## config.mk

```make
export PLATFORM = sky130hd
export DESIGN_NAME = word_byte_serializer_flat
export DESIGN_NICKNAME = d
export VERILOG_FILES = /design/src/rtl/word_byte_serializer_if.sv /design/src/rtl/word_byte_serializer.sv /design/src/flat_wrapper.sv
export SDC_FILE = /design/constraint.sdc
export NUM_CORES = 1
export LEC_CHECK = 0
export BUFFER_PORTS_ARGS = -buffer_cell sky130_fd_sc_hd__buf_4
export CAP_MARGIN = 5
export CELL_PAD_IN_SITES_DETAIL_PLACEMENT = 1
export CELL_PAD_IN_SITES_GLOBAL_PLACEMENT = 1
export CORE_UTILIZATION = 37
export CTS_CLUSTER_DIAMETER = 120
export CTS_CLUSTER_SIZE = 25
export DETAILED_ROUTE_END_ITERATION = 10
export PLACE_DENSITY_LB_ADDON = 0.1
export SLEW_MARGIN = 30
export SYNTH_ARGS = -nofsm -noshare
export SYNTH_HDL_FRONTEND = slang
export SYNTH_SLANG_ARGS = --single-unit
```

## constraint.sdc

```tcl
create_clock -name clock -period 2.53 [get_ports clock]
set_clock_uncertainty 0.05 [all_clocks]
set_input_delay 0.3795 -clock clock [delete_from_list [all_inputs] [get_ports clock]]
set_output_delay 0.3795 -clock clock [all_outputs]
set_load 0.02 [all_outputs]
```

## src/rtl/word_byte_serializer_if.sv

```systemverilog
// Control and memory-side signal bundle for word_byte_serializer.
// master = register-bank/memory side (the driver), slave = serializer.
interface word_byte_serializer_if #(
    parameter int ADDR_WIDTH = 32
);
    logic                  Start;
    logic [1:0]            Size;
    logic [31:0]           Word;
    logic [ADDR_WIDTH-1:0] BaseAddr;
    logic                  MemWr;
    logic [ADDR_WIDTH-1:0] MemAddr;
    logic [7:0]            MemData;
    logic                  MemReady;
    logic                  Busy;
    logic                  Done;
    logic                  Err;

    modport master (
        output Start, Size, Word, BaseAddr, MemReady,
        input  MemWr, MemAddr, MemData, Busy, Done, Err
    );

    modport slave (
        input  Start, Size, Word, BaseAddr, MemReady,
        output MemWr, MemAddr, MemData, Busy, Done, Err
    );
endinterface

```

## src/rtl/word_byte_serializer.sv

```systemverilog
// Splits a 32-bit word into 1/2/4 big-endian byte writes to consecutive
// addresses, with Start/Busy/Done control and MemWr/MemReady memory handshake.
module word_byte_serializer #(
    parameter int ADDR_WIDTH = 32
) (
    input logic                 clock,
    input logic                 reset,
    word_byte_serializer_if.slave bus
);
    localparam logic [0:0] IDLE = 1'b0;
    localparam logic [0:0] SEND = 1'b1;

    logic [0:0]            state;
    logic [31:0]           shreg;
    logic [1:0]            count;
    logic [ADDR_WIDTH-1:0] addr_q;
    logic [7:0]            data_q;
    logic                  wr_q;
    logic                  busy_q;
    logic                  done_q;
    logic                  err_q;

    logic [31:0]           aligned;
    logic [1:0]            remaining;

    // Left-align the bytes to send so the first one is always in [31:24].
    always_comb begin
        aligned   = bus.Word;
        remaining = 2'd3;
        case (bus.Size)
            2'b00: begin
                aligned   = {bus.Word[7:0], 24'h000000};
                remaining = 2'd0;
            end
            2'b01: begin
                aligned   = {bus.Word[15:0], 16'h0000};
                remaining = 2'd1;
            end
            default: begin
                aligned   = bus.Word;
                remaining = 2'd3;
            end
        endcase
    end

    always_ff @(posedge clock) begin
        if (reset) begin
            state  <= IDLE;
            shreg  <= '0;
            count  <= '0;
            addr_q <= '0;
            data_q <= '0;
            wr_q   <= 1'b0;
            busy_q <= 1'b0;
            done_q <= 1'b0;
            err_q  <= 1'b0;
        end else begin
            done_q <= 1'b0;
            err_q  <= 1'b0;
            case (state)
                IDLE: begin
                    if (bus.Start) begin
                        if (bus.Size == 2'b11) begin
                            err_q <= 1'b1;
                        end else begin
                            // shreg keeps only the bytes still to be presented
                            data_q <= aligned[31:24];
                            shreg  <= {aligned[23:0], 8'h00};
                            count  <= remaining;
                            addr_q <= bus.BaseAddr;
                            wr_q   <= 1'b1;
                            busy_q <= 1'b1;
                            state  <= SEND;
                        end
                    end
                end
                SEND: begin
                    if (bus.MemReady) begin
                        if (count == 2'd0) begin
                            wr_q   <= 1'b0;
                            busy_q <= 1'b0;
                            done_q <= 1'b1;
                            state  <= IDLE;
                        end else begin
                            data_q <= shreg[31:24];
                            shreg  <= {shreg[23:0], 8'h00};
                            addr_q <= addr_q + ADDR_WIDTH'(1);
                            count  <= count - 2'd1;
                        end
                    end
                end
                default: state <= IDLE;
            endcase
        end
    end

    assign bus.MemWr   = wr_q;
    assign bus.MemAddr = addr_q;
    assign bus.MemData = data_q;
    assign bus.Busy    = busy_q;
    assign bus.Done    = done_q;
    assign bus.Err     = err_q;
endmodule
```

## src/flat_wrapper.sv

```systemverilog
// flat-port wrapper written by rule: the top's interface ports become plain ports
module word_byte_serializer_flat 
#(
    parameter int ADDR_WIDTH = 32
)
  (clock, reset, bus_Start, bus_Size, bus_Word, bus_BaseAddr, bus_MemReady, bus_MemWr, bus_MemAddr, bus_MemData, bus_Busy, bus_Done, bus_Err);
  word_byte_serializer_if #(.ADDR_WIDTH(ADDR_WIDTH)) bus_i ();
  input logic clock;
  input logic reset;
  input wire logic [$bits(bus_i.Start)-1:0] bus_Start;
  input wire logic [$bits(bus_i.Size)-1:0] bus_Size;
  input wire logic [$bits(bus_i.Word)-1:0] bus_Word;
  input wire logic [$bits(bus_i.BaseAddr)-1:0] bus_BaseAddr;
  input wire logic [$bits(bus_i.MemReady)-1:0] bus_MemReady;
  output wire logic [$bits(bus_i.MemWr)-1:0] bus_MemWr;
  output wire logic [$bits(bus_i.MemAddr)-1:0] bus_MemAddr;
  output wire logic [$bits(bus_i.MemData)-1:0] bus_MemData;
  output wire logic [$bits(bus_i.Busy)-1:0] bus_Busy;
  output wire logic [$bits(bus_i.Done)-1:0] bus_Done;
  output wire logic [$bits(bus_i.Err)-1:0] bus_Err;
  assign bus_i.Start = bus_Start;
  assign bus_i.Size = bus_Size;
  assign bus_i.Word = bus_Word;
  assign bus_i.BaseAddr = bus_BaseAddr;
  assign bus_i.MemReady = bus_MemReady;
  assign bus_MemWr = bus_i.MemWr;
  assign bus_MemAddr = bus_i.MemAddr;
  assign bus_MemData = bus_i.MemData;
  assign bus_Busy = bus_i.Busy;
  assign bus_Done = bus_i.Done;
  assign bus_Err = bus_i.Err;
  word_byte_serializer #(.ADDR_WIDTH(ADDR_WIDTH)) u_core (.clock(clock), .reset(reset), .bus(bus_i));
endmodule
```

==> summary.txt <==
Final layout
  • Multi-input logic area: 2360 sq um
  • Fillers: 1288
  • Cell Count, Final, Fillers Out: 757
  • Nets@finish: 688
  • Register area: 1400 sq um
  • Cell area after layout: 5220 sq um
  • ANT cells: 0
  • Share of layout cells above drive strength 1: 25.8%
  • Area delta synth->final: 32.2%

Critical path
  • Crit Path Category: register to register
  • Reg2reg setup slack: 0.13 ns
  • CP startpoint kind: register
  • Reg2reg start: u_core.bus.MemAddr[0]$_SDFFE_PP0P_
  • R2R Path End: u_core.bus.MemAddr[22]$_SDFFE_PP0P_
  • Arrival @ worst endpoint: 2.62 ns
  • Setup crit end: u_core.bus.MemAddr[22]$_SDFFE_PP0P_
  • CP startpoint: u_core.bus.MemAddr[0]$_SDFFE_PP0P_
  • CP Capture Type: register
  • Worst r2r path cells: 6
  • Crit path required time: 2.75 ns
  • Critical-path maximum fanout: 6

Synthesis
  • Largest area contributor in the netlist: dfxtp_1
  • Most frequent cell after synthesis: dfxtp_1
  • Yosys cell types: 56
  • Seq/Total Area, Yosys: 35.5%
  • Synthesis Warnings: 0
  • Most instantiated cells after synthesis: dfxtp_1 (70), nand2_1 (66), nor2_1 (50)
  • Cell Area, Synth: 3950 sq um
  • Post-synthesis register bit count: 70
  • Synth top area share: 35.5%
  • Syn Inst Count: 518
  • Area contributors post-synth: dfxtp_1 (35%), nand2_1 (6.3%), mux2i_1 (5.3%)
  • Ys flop type: dfxtp_1
  • Syn Nets: 590
  • Async set or reset register ratio after synthesis: 0%
  • Number of synthesized flops with an enable pin: 0
  • Mean post-synth cell area: 7.63 sq um

STA
  • Final Cycle Share: 94.8%
  • Slew @ Worst Pin: 0.525 ns
  • TNS Setup: 0 ns
  • Pins Over Slew Limit: 0
  • Max_slew headroom: 65.0%
  • Final setup fails: 0
  • Final number of hold-violating endpoints: 0
  • Unrepaired setup endpoints after global routing: no
  • Fin crit period: 2.40 ns
  • Hold_ws: 0.242 ns
  • Fmax: 0.417 GHz

Clock network
  • Root buffer cell: clkbuf_8
  • Worst-Skew Late Latency: 0.35 ns
  • Maximum clock path buffer count: 2
  • Num CTS Buffers: 9
  • Post-CTS Setup Bufs: 0
  • CTS tree: built
  • Number of gates resized after cts: 0
  • Number of hold buffers added after CTS: 0
  • Worst-path clk slew: 0.08 ns
  • CTS H-tree lvls: 3
  • Clock Sinks: 70

Die
  • Starting Density: 38.3%
  • Die ar.: 11100 sq um
  • Die Span Y: 105 um
  • IO Count: 114
  • Cell Rows: 37
  • Chip Width: 105 um
  • Core area: 10300 sq um

Detailed routing
  • Vias: 4389
  • Vias/cell: 5.80
  • DRT antenna net count: 0
  • Detailed-route DRC error count: 0
  • WL final: 14100 um
  • Routed WL per cell: 18.6 um
  • Drt pass-1 iters: 5
  • First DRT Iteration DRCs: 154

Power and ir drop
  • Power density over cell area: 608 nW/um^2
  • Clock power share: 35.6%
  • Static leakage: 2.20 nW
  • NetSw: 995 uW
  • Max rail drop VDD: 249 uV
  • Total power: 3.18 mW
  • Int Power: 2.18 mW
  • Combinational power share: 23.9%
  • Sw Ratio: 31.3%
  • Part of the power in registers: 40.6%

Place
  • Detailed placement HPWL: 10000 um
  • # port buffers: 113
  • GPL Wtd Cong: 0.797
  • Placed cell count: 741
  • DP Area: 4980 sq um

Global routing
  • Initial antenna violation count: 0
  • Largest net degree at the start of global routing: 50
  • Global-route wire length before repair: 22500 um
  • Vias in the first global route: 4485
  • GR Overflow Total: 0
  • All-Layer GR Usage: 25.7%

Status
  • Status: completed

Worst hold path
  • Worst Hold Class: input pin to register
  • Min-delay src: bus_BaseAddr[26]

Flow run
  • Max Cap Viol: 0
-- cell type report --
type	instances	area share, %
tap	136	3.26
clock buffer	9	2.37
multi-input combinational	395	45.3
timing repair buffer	131	19.3
sequential	70	26.8
clock inverter	7	2.32
inverter	9	0.647
-- per-stage QoR --
step	utilization (%)	setup WS [ns]
2_1_floorplan	-	0.246
3_3_place_gp	48.2	0.286
3_5_place_dp	48.2	0.164
4_1_cts	50.6	0.137
5_1_grt	50.6	0.0269
6_report	50.6	0.132
-- layout by cell type (no fill, tap or decap), drive strengths merged, types with 8 or more instances in the layout --
| cell | synthesis | layout |
|---|---|---|
| and3 | 25 | 25 |
| nand4 | 13 | 13 |
| nor4 | 8 | 8 |
| mux2i | 21 | 21 |
| o21ai | 23 | 23 |
| o211ai | 16 | 16 |
| inv | 9 | 10 |
| nand3 | 10 | 10 |
| nand2 | 66 | 66 |
| nor3 | 27 | 27 |
| a21oi | 40 | 40 |
| a211oi | 19 | 19 |
| clkbuf | 35 | 9 |
| buf | 9 | 131 |
| nor2 | 50 | 50 |
| dfxtp | 70 | 70 |
-- critical path, cell delays in order, from the launching register on --
cell	delay (ns)
dfxtp_1	0.43
ha_1	0.23
nand3_1	0.17
or4_1	0.69
nor3_1	0.22
mux2_2	0.35
nor3_1	0.17
-- per-layer routing --
metal	wire, um	up-vias	share of wire, %	global-route usage, %
li1	-	2119	-	-
met1	6020	2132	43	31.2
met2	7180	113	51	45.7
met3	537	25	3.8	3.77
met4	331	0	2.4	9.66
met5	0	-	0	0
-- sequential cells by signal (all words and copies together), names as in the netlist --
signal / flops
u_core.state: 1
u_core.count: 2
u_core.bus.MemData: 8
u_core.shreg: 24
u_core.bus.Err: 1
u_core.bus.Done: 1
u_core.bus.MemWr: 1
u_core.bus.MemAddr: 32
-- cells by family (layout without fill, tap and decap cells) --
family                     after synthesis  after routing  synth area share, %
buffers and inverters                   53            156                 5.23
DFF                                     70             70                 35.5
adders and majority gates                2              2                0.633
muxes                                   23             23                 5.89
AOI/OAI and AO/OA                      147            147                 24.9
and+or+nand+nor                        223            223                 27.9
-- power by group through the flow --
stage	logic [mW]	registers (mW)	clock network, mW
final	0.758	1.29	1.13
after global routing	0.826	1.30	1.19
after CTS	0.764	1.29	1.15
after detailed placement	0.758	1.31	0
after global placement	0.739	1.30	0
after floorplan	0.369	1.36	0
-- how the worst min path moves through the flow --
stage | end | slack [ns] | cells past startpoint
floorplan | u_core.shreg[24]$_SDFFE_PP0P_ | 0.38 | 2
global placement | u_core.shreg[28]$_SDFFE_PP0P_ | 0.39 | 2
detailed placement | u_core.shreg[24]$_SDFFE_PP0P_ | 0.40 | 2
CTS | u_core.bus.MemAddr[26]$_SDFFE_PP0P_ | 0.24 | 3
global route | u_core.bus.MemAddr[26]$_SDFFE_PP0P_ | 0.26 | 3
finish | u_core.bus.MemAddr[26]$_SDFFE_PP0P_ | 0.24 | 3
Power figures use the tool's default switching activity.
